`src/rtl/gray_pkg.sv`:
```
// Shared Gray-code helpers for the gray2bin_stream decoder and its verification models.
// Functions work on GRAY_W_MAX-bit words; narrower words are zero-extended, which
// leaves both conversions and the popcount unchanged.
package gray_pkg;

  localparam int GRAY_W_DEFAULT = 4;
  localparam int GRAY_W_MAX     = 32;

  // Gray -> binary: each binary bit is the XOR of all Gray bits at or above it.
  function automatic logic [GRAY_W_MAX-1:0] gray2bin(input logic [GRAY_W_MAX-1:0] g);
    logic [GRAY_W_MAX-1:0] b;
    logic                  acc;
    b   = '0;
    acc = 1'b0;
    for (int i = GRAY_W_MAX - 1; i >= 0; i--) begin
      acc  = acc ^ g[i];
      b[i] = acc;
    end
    return b;
  endfunction

  // Binary -> Gray: each bit XORed with its upper neighbour.
  function automatic logic [GRAY_W_MAX-1:0] bin2gray(input logic [GRAY_W_MAX-1:0] b);
    return b ^ (b >> 1);
  endfunction

  // Number of set bits; used as the Hamming distance between consecutive codes.
  function automatic int popcount(input logic [GRAY_W_MAX-1:0] v);
    int n;
    n = 0;
    for (int i = 0; i < GRAY_W_MAX; i++) begin
      n += v[i] ? 1 : 0;
    end
    return n;
  endfunction

endpackage

```
`src/rtl/gray2bin_comb.sv`:
```
// Pure combinational Gray-to-binary decoder (XOR prefix from the MSB down).
module gray2bin_comb
  import gray_pkg::*;
#(
  parameter int WIDTH = GRAY_W_DEFAULT
) (
  input  logic [WIDTH-1:0] gray,
  output logic [WIDTH-1:0] bin
);

  // Running XOR from the MSB; a scalar accumulator keeps bin free of self-reads.
  always_comb begin
    logic acc;
    // NOTE: every variable written here gets a default first, so no path can infer a latch.
    bin = '0;
    acc = 1'b0;
    for (int i = WIDTH - 1; i >= 0; i--) begin
      acc    = acc ^ gray[i];
      bin[i] = acc;
    end
  end

endmodule

```
`src/rtl/gray2bin_stream.sv`:
```
// Streaming Gray-to-binary decoder with a one-deep registered valid/ready output.
// Optional feature macro GRAY_STEP_CHECK_EN adds step_err, flagging any accepted word
// whose Hamming distance from the previously accepted word exceeds one.
module gray2bin_stream
  import gray_pkg::*;
#(
  parameter int WIDTH = GRAY_W_DEFAULT  // 2 .. GRAY_W_MAX
) (
  input  logic             clk,
  input  logic             rst,
  input  logic             in_valid,
  output logic             in_ready,
  input  logic [WIDTH-1:0] in_gray,
  output logic             out_valid,
  input  logic             out_ready,
`ifdef GRAY_STEP_CHECK_EN
  output logic             step_err,
`endif
  output logic [WIDTH-1:0] out_bin
);

  logic [WIDTH-1:0] dec_bin;
  logic             accept;
  logic             consume;

  gray2bin_comb #(.WIDTH(WIDTH)) u_dec (
    .gray (in_gray),
    .bin  (dec_bin)
  );

  // The output slot can take a word when it is empty or being drained this cycle.
  assign in_ready = !out_valid || out_ready;
  assign accept   = in_valid && in_ready;
  assign consume  = out_valid && out_ready;

  // Output register: load on accept, empty on consume, otherwise hold.
  always_ff @(posedge clk) begin
    // NOTE: state is updated with non-blocking assignments so every flop sees pre-edge values.
    if (rst) begin
      out_valid <= 1'b0;
      out_bin   <= '0;
    end else if (accept) begin
      out_valid <= 1'b1;
      out_bin   <= dec_bin;
    end else if (consume) begin
      out_valid <= 1'b0;
    end
  end

`ifdef GRAY_STEP_CHECK_EN
  logic [WIDTH-1:0] prev_gray;
  logic             first_flag;
  logic             big_step;

  // More than one bit changed since the previous accepted word.
  assign big_step = popcount(GRAY_W_MAX'(in_gray ^ prev_gray)) > 1;

  // Step checker: evaluated on accept only, so step_err holds with out_bin under backpressure.
  always_ff @(posedge clk) begin
    if (rst) begin
      step_err   <= 1'b0;
      prev_gray  <= '0;
      first_flag <= 1'b1;
    end else if (accept) begin
      step_err   <= !first_flag && big_step;
      prev_gray  <= in_gray;
      first_flag <= 1'b0;
    end
  end
`endif

endmodule

```
`config.mk`:
```
export PLATFORM = sky130hd
export DESIGN_NAME = gray2bin_stream
export DESIGN_NICKNAME = d
export VERILOG_FILES = /design/src/rtl/gray_pkg.sv /design/src/rtl/gray2bin_comb.sv /design/src/rtl/gray2bin_stream.sv
export SDC_FILE = /design/constraint.sdc
export NUM_CORES = 1
export LEC_CHECK = 0
export BUFFER_PORTS_ARGS = -buffer_cell sky130_fd_sc_hd__buf_2
export CAP_MARGIN = 30
export CORE_AREA = 2 2 39 41
export DETAILED_ROUTE_END_ITERATION = 10
export DIE_AREA = 0 0 41 43
export MAX_ROUTING_LAYER = met4
export PLACE_DENSITY = 0.37
export SYNTH_ARGS = -nofsm -noshare
export SYNTH_HDL_FRONTEND = slang
export SYNTH_SLANG_ARGS = --single-unit
```
`constraint.sdc`:
```
create_clock -name clk -period 0.88 [get_ports clk]
set_input_delay 0.088 -clock clk [delete_from_list [all_inputs] [get_ports clk]]
set_output_delay 0.088 -clock clk [all_outputs]
set_load 0.01 [all_outputs]
```
# Yosys cells after proc, flatten, opt, wreduce, memory -nomap -nowiden
# Cells that the tools add are included.
[classes] mux=2 bitwise=3 reduce_logical=5
[ops] operator="1-bit XOR" count=3
[ops] operator="1-bit logical AND" count=2
[ops] operator="1-bit 2-to-1 mux" count=2
[ops] operator="2-bit nonzero test" count=1
[ops] operator="1-bit zero test" count=1
[ops] operator="1-bit logical OR" count=1
[word_totals] ff_bits=5 inputBits=8 output_inout_bits=6 word_cells=12

# Longest topological paths before layout
# Gate-level depths: netlist of the first run.
[depth] ltp_word=4 ltp_mapped=4 depth_no_buf=4

# Cells and area by module
# A second synthesis of the first run with hierarchy kept.
[unflattened] hier_cells=27 hier_area_um2=267.8
[by_module_without_submodules] mod="gray2bin_stream" n_inst=1 cells_each=22 area_per_inst_um2=217.7 seq_area_each_um2=100.1
[by_module_without_submodules] mod="gray2bin_comb" n_inst=1 cells_each=5 area_per_inst_um2=50.0 seq_area_each_um2=0.0

# Worst setup path before layout of the first run
# No wires, ideal clock.
[synth_timing] path_kind="register to register" start="reg out_valid" end="reg out_bin[0]" setup_ns=0.131 arrival_time_ns=1.009 required_time_ns=0.749 slack_ns=-0.259 stages_incl_launch_ff=5 path_buffers=0 period_less_slack_ns=1.139 path_cell_list="dfxtp_1 nor2b_1 clkinv_1 a21oi_1 a311oi_1"
[synth_via] elab_chain_cells=3
[synth_lines] element="start: declaration" line_no="gray2bin_stream.sv:14" rtl="output logic out_valid,"
[synth_lines] element="start signal: assignment" line_no="gray2bin_stream.sv:40" rtl="out_valid <= 1'b0;"
[synth_lines] element="start signal: assignment" line_no="gray2bin_stream.sv:43" rtl="out_valid <= 1'b1;"
[synth_lines] element="start signal: assignment" line_no="gray2bin_stream.sv:46" rtl="out_valid <= 1'b0;"
[synth_lines] element="1-bit zero test" line_no="gray2bin_stream.sv:32" rtl="assign in_ready = !out_valid || out_ready;"
[synth_lines] element="1-bit logical OR" line_no="gray2bin_stream.sv:32"
[synth_lines] element="net in_ready" line_no="gray2bin_stream.sv:12" rtl="output logic in_ready,"
[synth_lines] element="1-bit logical AND" line_no="gray2bin_stream.sv:33" rtl="assign accept = in_valid && in_ready;"
[synth_lines] element="end signal: assignment" line_no="gray2bin_stream.sv:44" rtl="out_bin <= dec_bin;"
[synth_lines] element="end: declaration" line_no="gray2bin_stream.sv:19" rtl="output logic [WIDTH-1:0] out_bin"
# The timed path passes the listed nets, and every way through them passes these cells.
# A chain may end at the register's enable or synchronous reset.

# Worst setup path after layout of the first run
[layout_timing] start="reg out_valid" end="reg out_bin[2]"
[layout_via] elab_chain_cells=3
[layout_lines] element="1-bit zero test" line_no="gray2bin_stream.sv:32"
[layout_lines] element="1-bit logical OR" line_no="gray2bin_stream.sv:32"
[layout_lines] element="1-bit logical AND" line_no="gray2bin_stream.sv:33"
# No other way between the ends.

==> results by group, run 1 <==
Routing
  – Via-per-instance ratio: ~4.2
  – Aggregate routed wire length: approximately 600 um
  – Drc violations: 0
  – Pre-Repair DR Iteration Count: 2
  – Overall via count from detail_route: between 200 and 250
  – Number of DRC violations after detailed-routing iteration 0: 4
  – Post-DR wirelength/cell: between 10 and 15 um
  – Antenna-violating nets left: 0

Power and ir drop
  – Switching power as a share of total power: 26.2%
  – Clock network fraction of total power: 38.8%
  – Cell Int Power: just over 0.5 mW
  – Relative contribution of combinational cells to total power: a little under a quarter
  – Peak supply drop: about 0.00043 V
  – Net switching component of the power: 0.179 mW
  – Power per cell area: 1650 nW/um^2
  – Sequential group share of total power: 37.7%
  – Static power due to leakage: 0.187 nW

Floorplanning
  – Total die area: 1760 um^2
  – Die Wd: 41 um
  – Chip height: ~43 um
  – Standard-cell row count: 14
  – Starting density of the core: 15.8%
  – Number of primary I/O pins: 14
  – Core area: 1380 um^2

Clocking
  – Clk Latency, worst-skew pair: 0.24 ns
  – Register clock-pin slew on the reported worst setup and hold paths: 0.04 ns
  – Number of H-tree branching levels: 1
  – Cell at the root of the clock tree: sky130_fd_sc_hd__clkbuf_4
  – Max clock buf depth: 2
  – Number of clock buffers inserted by TritonCTS: 3
  – Clock tree from TritonCTS: done
  – TritonCTS Sinks: 5

Layout
  – Commonest non-fill, non-tap cell in the layout: sky130_fd_sc_hd__buf_2
  – Sequential cell area: 103 um^2
  – Commonest cells after routing, fill and taps aside: sky130_fd_sc_hd__buf_2 (12), sky130_fd_sc_hd__clkbuf_4 (3), sky130_fd_sc_hd__dfxtp_1 (3), sky130_fd_sc_hd__buf_4 (3)
  – Fraction of final layout cells with drive strength greater than 1: between 60 and 70%
  – Post-Route Utilization: 30.0%
  – Area of the multi-input gates: 149 um^2
  – Diode insertion count for antenna repair: 0
  – Final Net Count: 52
  – Fill cell count: 149
  – Relative area change from synthesis to final layout: 89.7%

Timing
  – Post-route minimum period: 1.03 ns
  – Part of the cycle the worst path needs: 117%
  – Count of pins over their slew limit: 0
  – Peak clock frequency supported by timing: 0.969 GHz
  – Setup clock skew after layout: roughly 0.00029 ns
  – Worst max-slew margin expressed relative to the limit: 84.0%
  – Setup Viol. Count Final: 5
  – Final Hold Viols: 0
  – Final total negative setup slack: -0.581 ns
  – Measured slew at the worst slew-check pin: 0.238 ns
  – Post-layout worst setup margin: -0.152 ns
  – Unrepaired setup endpoints after global routing: yes

Synthesis
  – Cell area after synthesis: 219 um^2
  – Syn_area_per_cell: 9.95 um^2
  – Synth Instances: 22
  – Sequential fraction of the synthesis area: 45.7%
  – Yosys synthesis warning count: 0
  – Number of synthesized register bits: 5
  – Unique masters post-synth: 10
  – Total nets after synthesis: 30

Global route
  – Initial antenna violation count: 0
  – GRT Residual Overflow: 0
  – Aggregate global-route resource usage: 9.27%
  – Global-route wire length before repair: 952 um
  – Number of global-route vias before repair: roughly 230
  – Largest net degree at the start of global routing: 8

Setup path
  – Highest net fanout along the worst path: 5
  – Worst setup path startpoint: out_valid
  – Reg-to-reg startpoint: out_valid
  – Endpoint of the most critical register-to-register path: out_bin[2]
  – R2R Setup Slk: -0.15 ns
  – Worst setup endpoint: out_bin[2]
  – Cells on worst reg2reg path: 5
  – Element type at the critical path end: flop
  – Worst Path Arrival: around 1.1 ns
  – Required arrival time at the worst endpoint: 0.99 ns
  – Kind of launch point of the worst setup path: flop
  – WS Path Type: reg2reg

Run status
  – Violated checks: setup timing
  – Outcome: complete, but fails checks

Place
  – Estimated wirelength of the detail-placed design: 444 um
  – Routability congestion estimate: roughly 0.75
  – Number of buffers added on ports: 13

Flow run
  – MaxCap Viol Count: 0

Hold path
  – Type of the most critical hold path: in2reg
## synth_stat cells
library cell,instances,share of area (%)
sky130_fd_sc_hd__xor3_2,1,11
sky130_fd_sc_hd__o21ai_0,2,4.6
sky130_fd_sc_hd__nor2b_1,1,2.9
sky130_fd_sc_hd__nand3_1,2,4.6
sky130_fd_sc_hd__xnor2_1,2,8.0
sky130_fd_sc_hd__a311oi_1,2,8.0
sky130_fd_sc_hd__inv_1,1,1.7
sky130_fd_sc_hd__a21oi_1,5,11
sky130_fd_sc_hd__clkinv_1,1,1.7
sky130_fd_sc_hd__dfxtp_1,5,46
## area by class of cell
| class | instances | share of cell area [%] |
|---|---|---|
| multi-input cells | 15 | 35.8 |
| inverters | 2 | 3.01 |
| flip-flops and latches | 5 | 24.7 |
| clock buffers | 4 | 6.33 |
| repair buffers | 17 | 25.3 |
| well taps | 16 | 4.82 |
## worst min-delay path by stage
| stage | end | cells past startpoint | startpoint |
|---|---|---|---|
| floorplan | out_valid | 1 | rst |
| global placement | out_valid | 2 | rst |
| detailed placement | out_bin[3] | 2 | rst |
| CTS | out_bin[3] | 2 | rst |
| global route | out_bin[1] | 2 | rst |
| finish | out_bin[1] | 2 | rst |
## per-stage QoR
step / setup WS (ns) / power, mW / cell area (um^2) / hold slack [ns] / cells
2_1_floorplan: -0.0395 / 0.328 / 233 / 0.150 / 22
3_3_place_gp: -0.139 / 0.386 / 333 / 0.319 / 53
6_report: -0.152 / 0.685 / 415 / 0.0754 / 59
3_5_place_dp: -0.185 / 0.389 / 333 / 0.311 / 53
5_1_grt: -0.201 / 0.738 / 415 / 0.0708 / 59
4_1_cts: -0.160 / 0.683 / 393 / 0.0504 / 59
## critical path, cell delays in order, from the launching register on
cell and delay (ns):
sky130_fd_sc_hd__dfxtp_2 0.32, sky130_fd_sc_hd__nor2b_4 0.18, sky130_fd_sc_hd__clkinv_4 0.09, sky130_fd_sc_hd__buf_4 0.14, sky130_fd_sc_hd__a21oi_2 0.12, sky130_fd_sc_hd__a311oi_1 0.06
## flip-flops by register name, summed over array words and instances, names as in the netlist
register and count:
out_valid 1, out_bin 4
## power groups by stage
stage          Combinational, mW  Sequential [mW]  Clock [mW]
2_1_floorplan             0.0608            0.267           0
3_3_place_gp               0.128            0.258           0
3_5_place_dp               0.131            0.259           0
4_1_cts                    0.147            0.256       0.280
5_1_grt                    0.176            0.261       0.301
6_report                   0.161            0.258       0.266
## routing by layer
metal / routed length (um) / track usage, % / vias up
li1: - / - / 122
met1: 230 / 8.06 / 113
met2: 317 / 11.9 / 9
met3: 40 / 3.14 / 2
met4: 19 / 14.0 / 0
met5: 0 / - / -
## timing repair
action                     in CTS  in global routing
setup endpoints to repair       3                  5
hold buffers                    0                  0
gates cloned                    0                  0
buffers inserted                2                  0
pin swaps                       2                  2
gates resized for setup         4                  5
## cells by family after synthesis
| logic type | after synthesis | synth area share [%] |
|---|---|---|
| AO/OA/AOI/OAI | 9 | 24.0 |
| XOR/XNOR | 3 | 19.4 |
| buffers and inverters | 2 | 3.43 |
| flip-flops | 5 | 45.7 |
| AND/OR/NAND/NOR | 3 | 7.43 |
No activity file was read; power rests on OpenSTA's default activity.
==> run 2: changes to the inputs <==
--- a/config.mk
+++ b/config.mk
@@ -5,13 +5,14 @@
 export SDC_FILE = /design/constraint.sdc
 export NUM_CORES = 1
 export LEC_CHECK = 0
+export ABC_AREA = 1
 export BUFFER_PORTS_ARGS = -buffer_cell sky130_fd_sc_hd__buf_2
 export CAP_MARGIN = 30
 export CORE_AREA = 2 2 39 41
 export DETAILED_ROUTE_END_ITERATION = 10
 export DIE_AREA = 0 0 41 43
 export MAX_ROUTING_LAYER = met4
-export PLACE_DENSITY = 0.37
+export PLACE_DENSITY = 0.4
 export SYNTH_ARGS = -nofsm -noshare
 export SYNTH_HDL_FRONTEND = slang
 export SYNTH_SLANG_ARGS = --single-unit
==> results by group, run 2 <==
Run status
  – Outcome: finished, final reports clean

Layout
  – Area of the multi-input gates: approximately 130 um^2
  – Max reg flops: 4
  – Post-Layout Cell Count: 71
  – Sequential cell area: 101 um^2
  – Register bank with the most flops: out_bin
  – Largest registers: out_bin: 4 flops, out_valid: 1 flops
  – Fill cell count: 171
  – Relative area change from synthesis to final layout: 50.7%
  – Commonest non-fill, non-tap cell in the layout: sky130_fd_sc_hd__buf_2
  – Commonest cells after routing, fill and taps aside: sky130_fd_sc_hd__buf_2 (13), sky130_fd_sc_hd__nand2_1 (7), sky130_fd_sc_hd__inv_1 (6)
  – Diode insertion count for antenna repair: 0
  – Final Net Count: 64
  – Fraction of final layout cells with drive strength greater than 1: 47.3%
  – Fin area: 387 um^2

Timing
  – Count of pins over their slew limit: 0
  – Unrepaired setup endpoints after global routing: yes
  – Post-route minimum period: 0.863 ns
  – Worst max-slew margin expressed relative to the limit: 89.3%
  – Final Hold Viols: 0
  – Part of the cycle the worst path needs: 98.1%
  – Measured slew at the worst slew-check pin: 0.159 ns
  – Setup clock skew after layout: roughly 0.0046 ns
  – Setup Viol. Count Final: 0
  – Peak clock frequency supported by timing: 1.16 GHz

Setup path
  – Highest net fanout along the worst path: 6
  – Endpoint of the most critical register-to-register path: out_bin[1]
  – Kind of launch point of the worst setup path: flop
  – Cell with the largest stage delay on the worst path: sky130_fd_sc_hd__dfxtp_2
  – Reg-to-reg startpoint: out_valid
  – Buffers plus inverters on the worst setup path: 2
  – Required arrival time at the worst endpoint: roughly 1 ns
  – R2R Setup Slk: 0.02 ns
  – WS Path Type: reg2reg
  – Critical path cell sequence: nand2_4, nand2_4, inv_4, nor2_2, nor2_1, o21ai_1, inv_1
  – Element type at the critical path end: flop
  – Worst Path Arrival: 1.00 ns
  – Worst stage delay on the critical path: 0.34 ns
  – Cells on worst reg2reg path: 7
  – Largest delay share family, worst path: flip-flops
  – Most used cell, CP: sky130_fd_sc_hd__nand2_4

Global route
  – Met1 demand-to-capacity share in global routing: 9.94%
  – Top Usage Layer GRT: met4
  – Global-route wire length before repair: 862 um
  – Met3 Use GR: 2.09%
  – Routing usage on met2: slightly above 8%
  – Aggregate global-route resource usage: 8.43%
  – Initial antenna violation count: 0
  – Number of global-route vias before repair: 225
  – Largest net degree at the start of global routing: 7
  – GRT Residual Overflow: 0

Routing
  – Overall via count from detail_route: 274
  – Aggregate routed wire length: 549 um
  – Via-per-instance ratio: a little under 4
  – Antenna-violating nets left: 0
  – Drc violations: 0
  – Number of DRC violations after detailed-routing iteration 0: 2
  – Post-DR wirelength/cell: approximately 7.7 um
  – Pre-Repair DR Iteration Count: 4

Clocking
  – TritonCTS Sinks: 5
  – Clk Latency, worst-skew pair: 0.24 ns
  – Number of H-tree branching levels: 1
  – Register clock-pin slew on the reported worst setup and hold paths: about 0.040 ns
  – Max clock buf depth: 2
  – # Post-CTS Setup Buffers: 0
  – Number of clock buffers inserted by TritonCTS: 3
  – Cell at the root of the clock tree: sky130_fd_sc_hd__clkbuf_4
  – Clock tree from TritonCTS: done

Synthesis
  – Yosys synthesis warning count: 0
  – Syn_area_per_cell: slightly below 7 um^2
  – Cell types with the largest area share after synthesis: sky130_fd_sc_hd__dfxtp_1 (39%), sky130_fd_sc_hd__nand2_1 (10%), sky130_fd_sc_hd__inv_1 (8.8%), sky130_fd_sc_hd__nand3_2 (7.8%), sky130_fd_sc_hd__nor2_1 (7.3%)
  – Unique masters post-synth: 12
  – Sequential fraction of the synthesis area: between 30% and 40%
  – Share of synthesized registers carrying an async set or reset: 0%
  – Number of synthesized register bits: 5
  – Number of enable flip-flop cells after synthesis: 0
  – Share of Yosys cell area claimed by the top area cell type: 39.0%
  – Most repeated cell in the gate-level netlist after synthesis: sky130_fd_sc_hd__nand2_1
  – Synth Instances: 37
  – Library cell occupying the most area in the post-synthesis netlist: sky130_fd_sc_hd__dfxtp_1
  – List of most frequent post-synthesis cells: sky130_fd_sc_hd__nand2_1 (7), sky130_fd_sc_hd__inv_1 (6), sky130_fd_sc_hd__dfxtp_1 (5), sky130_fd_sc_hd__nor2_1 (5), sky130_fd_sc_hd__nand3_1 (3)
  – Total nets after synthesis: 45
  – Post-synth top flop: sky130_fd_sc_hd__dfxtp_1
  – Cell area after synthesis: 256 um^2

Floorplanning
  – Die Wd: a little over 40 um
  – Total die area: 1760 um^2
  – Core area: 1380 um^2
  – Number of primary I/O pins: 14
  – Chip height: between 40 and 50 um
  – Starting density of the core: 18.5%
  – Standard-cell row count: 14

Power and ir drop
  – Peak supply drop: 0.000363 V
  – Static power due to leakage: 0.224 nW
  – Power per cell area: around 1700 nW/um^2

Flow run
  – MaxCap Viol Count: 0

Place
  – Number of buffers added on ports: 13
  – Dpl cells: between 60 and 70
  – Estimated wirelength of the detail-placed design: 452 um
  – Routability congestion estimate: 0.628
  – Cell area reported after detailed placement: approximately 360 um^2

Hold path
  – End of the worst hold path: out_valid
  – Type of the most critical hold path: in2reg
  – Worst hold path stage count: 2
  – Hold Startpoint: rst
run 2: logic make-up after synthesis:
kind of cell    Yosys count  share of synthesized area, %
compound gates            4                          8.78
buf+inv                   8                          11.7
flops                     5                          39.0
simple gates             20                          40.5
run 2: how the worst max path moves through the flow:
stage / cells after the start / start / end / slack (ns)
6_report: 7 / out_valid / out_bin[1] / 0.02
5_1_grt: 7 / out_valid / out_bin[1] / -0.06
4_1_cts: 7 / out_valid / out_bin[1] / 0.007
3_5_place_dp: 7 / out_valid / out_bin[1] / 0.01
3_3_place_gp: 7 / out_valid / out_bin[1] / 0.009
2_1_floorplan: 7 / out_valid / out_bin[1] / 0.007
run 2: layer usage:
metal  wire length (um)  vias up
li1                   -      151
met2                251       10
met4                  0        0
met3                 44        0
met5                  0        -
met1                253      113
run 2: worst reg2reg max path, stage by stage (launching register included):
cell and delay, ns:
sky130_fd_sc_hd__dfxtp_2 0.34, sky130_fd_sc_hd__nand2_4 0.06, sky130_fd_sc_hd__nand2_4 0.07, sky130_fd_sc_hd__inv_4 0.05, sky130_fd_sc_hd__nor2_2 0.09, sky130_fd_sc_hd__nor2_1 0.04, sky130_fd_sc_hd__o21ai_1 0.07, sky130_fd_sc_hd__inv_1 0.05
run 2: power by group:
part	internal (mW)	total [mW]	switching, mW
combinational	0.0575	0.130	0.0729
sequential	0.246	0.256	0.00984
clock	0.171	0.264	0.0928
run 2: cell type report:
type                            instances  share of cell area [%]
Inverter                                8                    8.41
Multi-Input combinational cell         24                    34.6
Clock buffer                            4                    6.80
Tap cell                               16                    5.18
Sequential cell                         5                    26.2
Timing Repair Buffer                   14                    18.8
run 2: metrics by stage:
step | utilization, % | power [mW] | hold WS (ns) | setup TNS (ns) | setup slack (ns)
3_3_place_gp | 25.7 | 0.388 | 0.327 | 0 | 0.00894
4_1_cts | 27.6 | 0.664 | 0.0543 | 0 | 0.00665
2_1_floorplan | - | 0.332 | 0.150 | 0 | 0.00719
6_report | 27.9 | 0.651 | 0.0605 | 0 | 0.0169
3_5_place_dp | 25.7 | 0.388 | 0.317 | 0 | 0.0137
5_1_grt | 27.9 | 0.702 | 0.0753 | -0.113 | -0.0572
run 2: what timing repair did:
action                                 CTS  global route
endpoints found under the hold margin    0             0
hold buffers                             0             0
setup endpoints to repair                0             5
gates resized for setup                  0             3
==> run 3: changes to the inputs <==
--- a/config.mk
+++ b/config.mk
@@ -6,13 +6,13 @@
 export NUM_CORES = 1
 export LEC_CHECK = 0
 export ABC_AREA = 1
-export BUFFER_PORTS_ARGS = -buffer_cell sky130_fd_sc_hd__buf_2
 export CAP_MARGIN = 30
 export CORE_AREA = 2 2 39 41
 export DETAILED_ROUTE_END_ITERATION = 10
 export DIE_AREA = 0 0 41 43
+export DONT_BUFFER_PORTS = 1
 export MAX_ROUTING_LAYER = met4
-export PLACE_DENSITY = 0.4
+export PLACE_DENSITY = 0.31
 export SYNTH_ARGS = -nofsm -noshare
 export SYNTH_HDL_FRONTEND = slang
 export SYNTH_SLANG_ARGS = --single-unit
==> results by group, run 3 (synthesis gave the netlist of run 2 again) <==
Clocking
  – Clock tree from TritonCTS: done
  – TritonCTS Sinks: 5
  – Max clock buf depth: 2
  – Cell at the root of the clock tree: sky130_fd_sc_hd__clkbuf_4
  – Number of clock buffers inserted by TritonCTS: 3
  – Number of H-tree branching levels: 1
  – Register clock-pin slew on the reported worst setup and hold paths: 0.04 ns
  – Clk Latency, worst-skew pair: 0.24 ns

Layout
  – Fin area: 358 um^2
  – Area of the multi-input gates: around 130 um^2
  – Relative area change from synthesis to final layout: 39.5%
  – Commonest cells after routing, fill and taps aside: sky130_fd_sc_hd__nand2_1 (7), sky130_fd_sc_hd__inv_1 (6), sky130_fd_sc_hd__nor2_1 (4), sky130_fd_sc_hd__dfxtp_1 (4)
  – Largest registers: out_bin: 4 flops, out_valid: 1 flops
  – Fill cell count: around 160
  – Sequential cell area: 101 um^2
  – Fraction of final layout cells with drive strength greater than 1: about a third
  – Register bank with the most flops: out_bin
  – Final Net Count: 55
  – Max reg flops: 4
  – Diode insertion count for antenna repair: 0
  – Commonest non-fill, non-tap cell in the layout: sky130_fd_sc_hd__nand2_1

Global route
  – Aggregate global-route resource usage: approximately 8.7%
  – Initial antenna violation count: 0
  – Global-route wire length before repair: approximately 900 um
  – Number of global-route vias before repair: 226
  – GRT Residual Overflow: 0
  – Largest net degree at the start of global routing: 7

Routing
  – Pre-Repair DR Iteration Count: 4
  – Overall via count from detail_route: 250
  – Antenna-violating nets left: 0
  – Post-DR wirelength/cell: 8.77 um
  – Number of DRC violations after detailed-routing iteration 0: 1
  – Aggregate routed wire length: 544 um
  – Via-per-instance ratio: 4.03
  – Drc violations: 0

Floorplanning
  – Core area: about 1400 um^2
  – Number of primary I/O pins: 14
  – Starting density of the core: 18.5%
  – Standard-cell row count: 14
  – Total die area: 1760 um^2
  – Die Wd: 41 um
  – Chip height: approximately 43 um

Place
  – Estimated wirelength of the detail-placed design: 450 um
  – Cell area reported after detailed placement: 298 um^2
  – Placement-stage worst setup slack: 0.0112 ns
  – Routability congestion estimate: 0.616
  – Number of buffers added on ports: 0

Timing
  – Post-layout worst setup margin: -0.0112 ns
  – Measured slew at the worst slew-check pin: 0.159 ns
  – Unrepaired setup endpoints after global routing: yes
  – Worst max-slew margin expressed relative to the limit: 89.3%
  – Setup Viol. Count Final: 1
  – Setup clock skew after layout: 0.000940 ns
  – Peak clock frequency supported by timing: around 1.1 GHz
  – Post-route minimum period: 0.891 ns
  – Part of the cycle the worst path needs: 101%
  – Final Hold Viols: 0
  – Count of pins over their slew limit: 0

Power and ir drop
  – Peak supply drop: about 0.0004 V
  – Relative contribution of combinational cells to total power: 16.1%
  – Cell Int Power: around 0.47 mW
  – Power per cell area: 1770 nW/um^2
  – Net switching component of the power: ~0.17 mW
  – Sequential group share of total power: 42.2%
  – Static power due to leakage: 0.189 nW
  – Clock network fraction of total power: 41.7%
  – Switching power as a share of total power: a little over a quarter

Setup path
  – Highest net fanout along the worst path: 2
  – Cells on worst reg2reg path: 7
  – Required arrival time at the worst endpoint: 0.79 ns
  – WS Path Type: reg2out
  – Element type at the critical path end: primary output
  – Kind of launch point of the worst setup path: flop
  – Worst Path Arrival: 0.80 ns

Hold path
  – Worst hold path stage count: 2
  – Type of the most critical hold path: in2reg

Flow run
  – MaxCap Viol Count: 0

Run status
  – Violated checks: setup timing
  – Outcome: complete, but fails checks
## run 3: changes by cell type in the layout (fill, tap and decap cells not counted)
cell | previous run | this run
sky130_fd_sc_hd__buf_2 | 13 | 0
sky130_fd_sc_hd__dlygate4sd3_1 | 0 | 1
sky130_fd_sc_hd__buf_4 | 1 | 3
sky130_fd_sc_hd__buf_6 | 0 | 1
## run 3: final timing paths
path,start,end,slack (ns)
min reg2reg,out_bin[2],out_bin[2],0.51
max reg2reg,out_valid,out_bin[0],0.03
min,in_gray[3],out_bin[3],0.004
max,out_valid,out_valid,-0.01
## run 3: power by group through the flow
| stage | clock (mW) | combinational, mW | sequential [mW] |
|---|---|---|---|
| global placement | 0 | 0.0824 | 0.270 |
| floorplan | 0 | 0.0633 | 0.269 |
| detailed placement | 0 | 0.0826 | 0.271 |
| global route | 0.301 | 0.118 | 0.268 |
| finish | 0.264 | 0.102 | 0.267 |
| CTS | 0.269 | 0.0885 | 0.267 |
## run 3: cell type report
cell class | count | area share [%]
Sequential cell | 5 | 28.3
Multi-Input combinational cell | 24 | 37.4
Tap cell | 16 | 5.59
Inverter | 8 | 9.09
Clock buffer | 4 | 7.34
Timing Repair Buffer | 5 | 12.2
## run 3: layer usage
| layer | GRT usage, % | vias to the layer above | share of wire, % |
|---|---|---|---|
| li1 | - | 131 | - |
| met1 | 8.36 | 102 | 41 |
| met2 | 9.69 | 14 | 43 |
| met3 | 5.24 | 3 | 11 |
| met4 | 12.0 | 0 | 4.2 |
| met5 | - | - | 0 |
## run 3: through the flow
step / hold WS, ns / utilization (%) / power (mW) / std cells / setup TNS [ns]
after floorplan: 0.150 / - / 0.332 / 37 / 0
after global placement: 0.151 / 21.5 / 0.353 / 55 / 0
after global routing: 0.000683 / 25.9 / 0.686 / 62 / -0.164
final: 0.00441 / 25.9 / 0.632 / 62 / -0.0112
after CTS: 0.00824 / 24.1 / 0.625 / 60 / 0
after detailed placement: 0.158 / 21.5 / 0.354 / 55 / 0
## run 3: timing repair
| item | 4_1_cts | 5_1_grt |
|---|---|---|
| resized for setup | 0 | 4 |
| hold buffers | 1 | 0 |
| hold endpoints to repair | 4 | 0 |
| setup buffers | 0 | 2 |
| setup endpoints to repair | 0 | 5 |
## run 3: critical path, stage by stage, from the launching register on
cell                      delay, ns
sky130_fd_sc_hd__dfxtp_2       0.32
sky130_fd_sc_hd__buf_4         0.13
sky130_fd_sc_hd__buf_6         0.11
